<file path="config.mk">
export PLATFORM = sky130hd
export DESIGN_NAME = led_frame_arbiter
export DESIGN_NICKNAME = d
export VERILOG_FILES = /design/src/rtl/led_frame_arbiter.sv
export SDC_FILE = /design/constraint.sdc
export NUM_CORES = 1
export LEC_CHECK = 0
export ABC_AREA = 0
export CORE_MARGIN = 1
export CORE_UTILIZATION = 45
export CTS_BUF_LIST = sky130_fd_sc_hd__clkbuf_8
export CTS_CLUSTER_DIAMETER = 40
export DETAILED_ROUTE_END_ITERATION = 6
export HOLD_SLACK_MARGIN = 0.06
export PLACE_DENSITY = 0.81
export SLEW_MARGIN = 20
export SYNTH_ARGS = -nofsm -noshare
export SYNTH_HDL_FRONTEND = slang
export SYNTH_SLANG_ARGS = --single-unit
</file>
<file path="constraint.sdc">
create_clock -name clk -period 2.7 [get_ports clk]
set_clock_uncertainty 0.05 [all_clocks]
set_input_delay 0.27 -clock clk [delete_from_list [all_inputs] [get_ports clk]]
set_output_delay 0.27 -clock clk [all_outputs]
set_load 0.01 [all_outputs]
</file>
<file path="src/rtl/led_frame_arbiter.sv">
// Round-robin owner of an 8x4 LED back buffer; the finished frame is copied to
// the displayed front buffer only on a scanner frame boundary so it never tears.
module led_frame_arbiter #(
    parameter int         NREQ    = 2,
    parameter int         TIMEOUT = 1024,
    parameter logic [7:0] RST_PAT = 8'h00
) (
    input  logic              clk,
    input  logic              rst_n,
    input  logic [NREQ-1:0]   req,
    output logic [NREQ-1:0]   gnt,
    input  logic [NREQ-1:0]   wr_en,
    input  logic [2*NREQ-1:0] wr_col,
    input  logic [8*NREQ-1:0] wr_data,
    input  logic [NREQ-1:0]   commit,
    input  logic              frame_sync,
    output logic [NREQ-1:0]   done,
    output logic              busy,
    output logic [7:0]        leds1,
    output logic [7:0]        leds2,
    output logic [7:0]        leds3,
    output logic [7:0]        leds4
);
    localparam int IW = (NREQ > 1) ? $clog2(NREQ) : 1;
    localparam int CW = $clog2(TIMEOUT);

    localparam logic [1:0] S_IDLE  = 2'd0;
    localparam logic [1:0] S_GRANT = 2'd1;
    localparam logic [1:0] S_WAIT  = 2'd2;

    // Returns {found, index} of the first requester after 'last', wrapping.
    function automatic logic [IW:0] rr_pick(input logic [NREQ-1:0] r, input logic [IW-1:0] last);
        logic [IW:0]   res;
        logic [IW-1:0] sel;
        int            idx;
        res = '0;
        for (int i = NREQ; i >= 1; i--) begin
            idx = int'(last) + i;
            if (idx >= NREQ) begin
                idx = idx - NREQ;
            end else begin
                idx = idx;
            end
            sel = IW'(idx);
            if (r[sel]) begin
                res = {1'b1, sel};
            end else begin
                res = res;
            end
        end
        return res;
    endfunction

    function automatic logic [NREQ-1:0] onehot(input logic [IW-1:0] idx);
        logic [NREQ-1:0] v;
        v      = '0;
        v[idx] = 1'b1;
        return v;
    endfunction

    logic [1:0]      state_q, state_d;
    logic [IW-1:0]   owner_q, owner_d;
    logic [IW-1:0]   last_q, last_d;
    logic [CW-1:0]   cnt_q, cnt_d;
    logic [NREQ-1:0] gnt_q, gnt_d;
    logic [NREQ-1:0] done_q, done_d;
    logic            busy_q, busy_d;
    logic [3:0][7:0] front_q, front_d;
    logic [3:0][7:0] back_q, back_d;

    logic [IW:0]     pick_s;
    logic            own_req_s, own_wr_s, own_commit_s;
    logic [1:0]      own_col_s;
    logic [7:0]      own_data_s;

    // Next-state logic for arbitration, buffer writes and the frame swap.
    always_comb begin
        state_d      = state_q;
        owner_d      = owner_q;
        last_d       = last_q;
        cnt_d        = cnt_q;
        gnt_d        = gnt_q;
        done_d       = '0;
        front_d      = front_q;
        back_d       = back_q;
        pick_s       = rr_pick(req, last_q);
        own_req_s    = req[owner_q];
        own_wr_s     = wr_en[owner_q];
        own_commit_s = commit[owner_q];
        own_col_s    = wr_col[2*owner_q +: 2];
        own_data_s   = wr_data[8*owner_q +: 8];

        case (state_q)
            S_IDLE: begin
                if (pick_s[IW]) begin
                    owner_d = pick_s[IW-1:0];
                    last_d  = pick_s[IW-1:0];
                    gnt_d   = onehot(pick_s[IW-1:0]);
                    cnt_d   = '0;
                    back_d  = front_q;
                    state_d = S_GRANT;
                end else begin
                    gnt_d = '0;
                end
            end
            S_GRANT: begin
                // A write in the commit or drop cycle still lands before the decision.
                if (own_wr_s) begin
                    back_d[own_col_s] = own_data_s;
                end else begin
                    back_d = back_q;
                end
                if (own_commit_s) begin
                    gnt_d   = '0;
                    cnt_d   = '0;
                    state_d = S_WAIT;
                end else if (!own_req_s) begin
                    gnt_d   = '0;
                    state_d = S_IDLE;
                end else if (own_wr_s) begin
                    cnt_d = '0;
                end else if (cnt_q == CW'(TIMEOUT - 1)) begin
                    gnt_d   = '0;
                    state_d = S_IDLE;
                end else begin
                    cnt_d = cnt_q + CW'(1);
                end
            end
            S_WAIT: begin
                if (frame_sync) begin
                    front_d = back_q;
                    done_d  = onehot(owner_q);
                    state_d = S_IDLE;
                end else begin
                    state_d = S_WAIT;
                end
            end
            default: begin
                gnt_d   = '0;
                state_d = S_IDLE;
            end
        endcase

        busy_d = (state_d != S_IDLE);
    end

    // State and output registers.
    always_ff @(posedge clk or negedge rst_n) begin
        if (!rst_n) begin
            state_q <= S_IDLE;
            owner_q <= '0;
            last_q  <= IW'(NREQ - 1);
            cnt_q   <= '0;
            gnt_q   <= '0;
            done_q  <= '0;
            busy_q  <= 1'b0;
            front_q <= {4{RST_PAT}};
            back_q  <= {4{RST_PAT}};
        end else begin
            state_q <= state_d;
            owner_q <= owner_d;
            last_q  <= last_d;
            cnt_q   <= cnt_d;
            gnt_q   <= gnt_d;
            done_q  <= done_d;
            busy_q  <= busy_d;
            front_q <= front_d;
            back_q  <= back_d;
        end
    end

    assign gnt   = gnt_q;
    assign done  = done_q;
    assign busy  = busy_q;
    assign leds1 = front_q[0];
    assign leds2 = front_q[1];
    assign leds3 = front_q[2];
    assign leds4 = front_q[3];

endmodule

</file>
==> metrics.md, run 1 <==
| Metric | Value |
|---|---|
| Status | completed |
| Final Power | 4725 uW |
| Pre-Repair DR Iteration Count | 4 |
| WHS Path Cells | 1 |
| DRC viols | 0 |
| # diodes | 0 |
| Maximum VDD drop | between 0.5 and 0.6 mV |
| Final Util | approximately 61% |
| Crit path max-delay family | flip-flops |
| HPWL Detailed | between 5000 and 6000 um |
| Die Y | ~93 um |
| CP bufs+invs | 0 |
| FILL cells | ~630 |
| Largest net degree at the start of global routing | 84 |
| Synth Area in Adders | 0.3360% |
| Vias in the first global route | 2,775 |
| Via Count | between 2,000 and 3,000 |
| I/O Pins | 66 |
| Clock root buffer master | clkbuf_8 |
| Clock Latency Late Sink | 350 ps |
| Slew Limit Fails | 0 |
| Post-synthesis sequential area ratio | roughly 56% |
| Hold slack | 438.7 ps |
| Fin area | around 0.0048 mm2 |
| Leak | ~0.0021 uW |
| Worst path cell trace | mux2i_1, nand2_1, o21ai_2, xor2_1, nor2_1 |
| Simple-gate share of the synthesized area | around 6.4% |
| Synth top area share | roughly 55% |
| Complex-gate fraction of the synthesized area | between 20% and 30% |
| Post-synth top cells | dfrtp_1 (82), o2bb2ai_1 (33), a22oi_1 (32), mux2_2 (32), nor2_1 (18) |
| Final setup viols | 0 |
| Hold EP | gnt[1]$_DFFE_PN0P_ |
| Placed Instance Area | ~0.0045 mm2 |
| Startpoint types | flop |
| Setup TNS | 0 ps |
| Number of enable flip-flop cells after synthesis | 0 |
| Post-synthesis mux area share | 12.97% |
| Avg WL per Cell | 18.76 um |
| Syn Area/Cell | 12.62 um2 |
| Mapped Cells | between 200 and 300 |
| Register Area | 0.002078 mm2 |
| Total grt overflow | 0 |
| Unrepaired setup endpoints after global routing | false |
| Share of cells above drive strength 1 | about a fifth |
| CP max-delay cell | dfrtp_1 |
| Layout Nets | approximately 400 |
| Final period utilization | approximately 77% |
| CTS Sinks | 83 |
| Initial Util | a little under half |
| Fin. Hold Viols | 0 |
| Reg2reg start | owner_q$_DFFE_PN0P_ |
| Resized cells post-CTS | 0 |
| IO Port Bufs | 65 |
| Worst r2r dst | cnt_q[5]$_DFFE_PN0P_ |
| First-pass GRT wire length | between 10,000 and 15,000 um |
| Critical path fanouts, max | 7 |
| TritonCTS clock tree | done |
| Fmax | 479.7 MHz |
| Worst Setup Path Type | flop to flop |
| # rows | 32 |
| Worst hold start | gnt[1]$_DFFE_PN0P_ |
| Drt initial violations | 197 |
| Post-synthesis xor/xnor area fraction | ~1.2% |
| Async SR Flop Fraction | 100.0% |
| Arr. time, crit path | approximately 2300 ps |
| Core footprint | roughly 0.008 mm2 |
| Routed vias/inst | about 5.9 |
| Die W | approximately 93 um |
| Antenna violations before repair | 0 |
| Headroom to the max-slew limit | between 50% and 60% |
| Syn_nets | 325 |
| Least-Margin Pin Slew | about 740 ps |
| GRT Total Usage | approximately 22% |
| Post-CTS setup buffers | 0 |
| Max Cap Viol | 0 |
| Reg2reg setup slack | 620 ps |
| Pwr dens | approximately 990 mW/mm2 |
| Synth cell types | 41 |
| Top post-synthesis cells by area | dfrtp_1 (55%), mux2_2 (9.7%), o2bb2ai_1 (7.8%) |
| Worst hold path class | flop to flop |
| Nature of the critical path endpoint | flop |
| Critical path's largest stage delay | 610 ps |
| Cell Area, Synth | roughly 0.0037 mm2 |
| Die area | just under 0.009 mm2 |
| R2R depth | 5 |
| Num CTS Buffers | 9 |
| Largest family of logic cells by synthesized area | compound AO/OA/AOI/OAI gates |
| GPL Wtd Cong | between 0.8 and 0.9 |
| Htree depth | 3 |
| Post-route minimum period | between 2000 and 2500 ps |
| Clock tree buffer depth | 2 |
| #FFs+latches synth | 83 |
| Post-DRT Antenna Nets | 0 |
| Ys Warns | 0 |
| Multi-input logic area | around 0.0016 mm2 |
| Cell with the most instances after synthesis | dfrtp_1 |
| Synth Flop Type | dfrtp_1 |
| Largest area contributor in the synthesized netlist | dfrtp_1 |
| Area growth, synth to finish | 27.69% |
| Required @ worst endpoint | around 2900 ps |
| Reg clk slew, reported paths | about 90 ps |
| Routed WL | roughly 9000 um |
==> state kept, by name, indices dropped and copies added, names as in the netlist <==
register / flops
owner_q: 1
back_q: 32
leds3: 8
leds4: 8
done: 2
last_q: 1
gnt: 2
state_q: 2
cnt_q: 10
leds2: 8
leds1: 8
busy: 1
==> metal layers <==
layer	global-route usage [%]	share of wire (%)	wire (um)
met1	30.64	45	4028
met2	32.54	47	4177
met3	4.516	6.6	590
met4	9.872	1.5	132
met5	0	0	0
==> placed cells by master, fill, tap and decap left out, types with 2 or more instances in the layout <==
| master | count |
|---|---|
| mux2_2 | 32 |
| and3_1 | 3 |
| bufinv_16 | 2 |
| o21ai_0 | 5 |
| o21ai_2 | 6 |
| o32ai_2 | 2 |
| nand2b_1 | 3 |
| a21o_1 | 4 |
| buf_4 | 10 |
| a21oi_1 | 3 |
| clkdlybuf4s50_1 | 64 |
| o22ai_1 | 3 |
| xor2_1 | 5 |
| dfrtp_1 | 82 |
| o21a_1 | 2 |
| or3_1 | 2 |
| and4_1 | 2 |
| o211ai_1 | 3 |
| nand3_1 | 3 |
| mux2i_1 | 10 |
| nor3_1 | 2 |
| clkbuf_8 | 10 |
| nand2_1 | 10 |
| inv_1 | 4 |
| nor2_1 | 18 |
| o2bb2ai_1 | 33 |
| a22oi_1 | 32 |
==> metrics by stage <==
step	worst slack, ps	instances
after global routing	386.7	476
after global placement	627.3	459
after floorplan	885.7	295
after CTS	620.5	475
after detailed placement	647.1	459
final	615.3	476
==> kinds of logic after synthesis <==
logic type | after synthesis
adder cells (fa/ha/maj) | 1
AND/OR/NAND/NOR | 49
flip-flops | 83
buffers and inverters | 16
AO/OA/AOI/OAI | 98
XOR/XNOR | 5
multiplexers | 43
==> final cells by class <==
type,instances,area share [%]
clock buffers,10,2.895
repair buffers,76,15.50
flip-flops and latches,83,43.71
clock inverters,6,1.868
multi-input cells,196,33.11
inverters,3,0.2368
well taps,102,2.684
==> where the power goes <==
| group | switching, uW | total, uW | internal [uW] |
|---|---|---|---|
| logic | 1030 | 1870 | 840 |
| registers | 259 | 1860 | 1600 |
| clock network | 452 | 1000 | 548 |
==> how the worst max path moves through the flow <==
stage / slack, ps / cells after the start / to / startpoint
final: 620 / 5 / cnt_q[5]$_DFFE_PN0P_ / owner_q$_DFFE_PN0P_
after global routing: 390 / 5 / cnt_q[6]$_DFFE_PN0P_ / owner_q$_DFFE_PN0P_
after CTS: 620 / 6 / back_q[8]$_DFFE_PN0P_ / owner_q$_DFFE_PN0P_
after detailed placement: 650 / 6 / back_q[8]$_DFFE_PN0P_ / owner_q$_DFFE_PN0P_
after global placement: 630 / 5 / cnt_q[5]$_DFFE_PN0P_ / owner_q$_DFFE_PN0P_
after floorplan: 890 / 6 / cnt_q[7]$_DFFE_PN0P_ / cnt_q[0]$_DFFE_PN0P_
==> repair_timing <==
item	4_1_cts	5_1_grt
endpoints found under the setup margin	0	0
hold endpoints to repair	0	82
hold buffers	0	1
Power figures use the tool's default switching activity.
==> run 2, diff against run 1 <==
PLACE_DENSITY = 0.84   (was 0.81)
clock period = 1.65 ns   (was 2.7 ns; I/O delays follow)
==> run 2 against run 1 <==
Die area unchanged. Critical path type unchanged. Critical endpoint is now cnt_q[7]$_DFFE_PN0P_. Register-to-register slack got worse by 760 ps. Fmax increased by 16%. Combinational power increased to 2.6 times the previous value. Setup slack got worse by 760 ps. The flow now finishes with violations (negative setup slack). Count of clock-buffer cells in the layout decreased by 1. Non-clock buffer count increased by 49. Largest cell class unchanged. Final cell count increased by 10%. Via count increased by 12%. Worst hold slack got worse by 210 ps.
==> metrics.md, run 2 (synthesis gave the netlist of run 1 again) <==
| Metric | Value |
|---|---|
| Status | complete, but fails checks |
| Failing checks | negative setup slack |
| Layout Nets | 448 (+12%) |
| Maximum VDD drop | 0.9967 mV (+92%) |
| Die area | 0.008642 mm2 (unchanged) |
| Htree depth | 3 (unchanged) |
| Register Area | 0.002081 mm2 (+0.12%) |
| Crit path max-delay family | simple AND/OR/NAND/NOR gates |
| Nature of the critical path endpoint | flop |
| Die Y | 92.97 um (unchanged) |
| Most frequent cells in the layout | dfrtp_1 (80), clkdlybuf4s50_1 (64), buf_4 (38), mux2_2 (32), a22oi_1 (23) |
| DP Worst Slack | -179.6 ps (-826.7 ps) |
| Die W | 92.97 um (unchanged) |
| Least-Margin Pin Slew | 443.4 ps (-292.9 ps) |
| Hold slack | 227.5 ps (-211.2 ps) |
| Unrepaired setup endpoints after global routing | true |
| Post-route setup slack | -142.9 ps (-758.2 ps) |
| Routed vias/inst | 5.956 (+1.3%) |
| Clock root buffer master | clkbuf_8 |
| Layout Cells excl Fill | 525 (+10%) |
| Startpoint types | flop |
| Gr busiest metal | met2 |
| Final Power | 9564 uW (+100%) |
| Area growth, synth to finish | 50.10% |
| Leak | 0.002408 uW (+17%) |
| Largest regs | back_q x32, cnt_q x10 |
| Worst Setup Path Type | flop to flop |
| Pre-Repair DR Iteration Count | 5 (+1) |
| Met1 usage | 30.98% (+0.34 points) |
| Initial Util | 47.45% (unchanged) |
| Post-DRT Antenna Nets | 0 (unchanged) |
| Slew Limit Fails | 0 (unchanged) |
| Commonest non-fill, non-tap cell in the layout | dfrtp_1 |
| Final setup viols | 27 (+27) |
| Share of cells above drive strength 1 | 38.06% (+19 points) |
| Vias in the first global route | 3,050 (+9.9%) |
| Post-route minimum period | 1793 ps (-291.8 ps) |
| Num CTS Buffers | 9 (unchanged) |
| # rows | 32 (unchanged) |
| Reg clk slew, reported paths | 90 ps (about the same) |
| FILL cells | 523 (-17%) |
| Antenna violations before repair | 0 (unchanged) |
| Multi-input logic area | 0.001877 mm2 (+19%) |
| Worst hold path class | primary input to asynchronous set/reset pin |
| I/O Pins | 66 (unchanged) |
| Total grt overflow | 0 (unchanged) |
| Fin. Hold Viols | 0 (unchanged) |
| HPWL Detailed | 6485 um (+8.5%) |
| Largest net degree at the start of global routing | 35 (-58%) |
| GRT Total Usage | 23.79% (+2.0 points) |
| Fmax | 557.8 MHz (+16%) |
| Headroom to the max-slew limit | 70.44% (+20 points) |
| # diodes | 0 (unchanged) |
| Worst path cell trace | ha_2, and4_4, a41oi_4, o21ai_2, or3_1, a21oi_1 |
| CP max-delay cell | dfrtp_1 |
| Critical path fanouts, max | 5 (-2) |
| Pwr dens | 1711 mW/mm2 (+72%) |
| Critical path's largest stage delay | 400 ps (-210 ps) |
| Drt initial violations | 220 (+12%) |
| Max Cap Viol | 0 (unchanged) |
| Clock tree buffer depth | 2 (unchanged) |
| DRC viols | 0 (unchanged) |
| Core footprint | 0.007848 mm2 (unchanged) |
| Via Count | 3,127 (+12%) |
| Arr. time, crit path | 2040 ps (-230 ps) |
| GR met3 Demand/Resource | 5.008% (+0.49 points) |
| CP bufs+invs | 0 (unchanged) |
| Setup TNS | -943.9 ps (-943.9 ps) |
| Post-placement cell count | 498 (+8.5%) |
| TritonCTS clock tree | done |
| IO Port Bufs | 65 (unchanged) |
| Met2 usage | 37.81% (+5.3 points) |
| Avg WL per Cell | 20.95 um (+12%) |
| Required @ worst endpoint | 1890 ps (-990 ps) |
| Final period utilization | 108.7% (+31 points) |
| Routed WL | 11,000 um (+23%) |
| Clock Latency Late Sink | 370 ps (+20 ps) |
| Number of flip-flops in the largest register | 32 (unchanged) |
| GPL Wtd Cong | 0.8015 (-4.7%) |
| Top reg by flops | back_q |
| First-pass GRT wire length | 15,280 um (+8.1%) |
| CTS Sinks | 83 (unchanged) |
run 2: changes by cell type in the layout (fill, tap and decap cells not counted), sizes merged:
cell	before	now
buf	11	58
clkbuf	10	11
clkinvlp	1	2
run 2: what timing repair did:
item                                    CTS  global route
endpoints found under the hold margin    83             0
hold buffers                              1             0
endpoints found under the setup margin   43            42
setup buffers                             2             9
resized for setup                        13            63
pin swaps                                 2            21
cloned                                    0             2
run 2: where the power goes:
group          total (uW)  internal (uW)  leakage (uW)  switching [uW]
Combinational        4790           2400       0.00119            2390
Sequential           3090           2620       0.00111             470
Clock                1680            860      0.000106             818
run 2: area by class of cell:
type,instances,share of cell area [%]
Sequential cell,83,37.23
Timing Repair Buffer,125,22.61
Clock inverter,7,1.746
Clock buffer,9,2.216
Multi-Input combinational cell,196,33.58
Tap cell,102,2.283
Inverter,3,0.3358
run 2: worst reg2reg max path, delay by kind of cell (launching register included):
kind,cells,cell delay (ps)
simple gates,2,580
compound gates,3,500
flops,1,400
fa+ha+maj,1,200
run 2: path summary, 6_finish.rpt:
check	start	endpoint	slack (ps)	cells after the start
max in group asynchronous	rst_n	leds3[6]$_DFFE_PN0P_	780	3
min in group clk	frame_sync	state_q[1]$_DFF_PN0_	380	2
max reg2reg	cnt_q[1]$_DFFE_PN0P_	cnt_q[7]$_DFFE_PN0P_	-140	6
min	rst_n	owner_q$_DFFE_PN0P_	230	2
max	cnt_q[1]$_DFFE_PN0P_	cnt_q[7]$_DFFE_PN0P_	-140	6
min reg2reg	back_q[20]$_DFFE_PN0P_	back_q[20]$_DFFE_PN0P_	440	1
run 2: metal layers:
| metal | wire [um] | vias up |
|---|---|---|
| li1 | - | 1383 |
| met1 | 4621 | 1595 |
| met2 | 5435 | 125 |
| met3 | 681 | 24 |
| met4 | 260 | 0 |
| met5 | 0 | - |
run 2: through the flow:
step	util [%]	instance area, um2
after floorplan	-	3729
after global placement	61.99	4865
after detailed placement	61.99	4865
after CTS	65.86	5169
after global routing	71.22	5589
final	71.22	5589
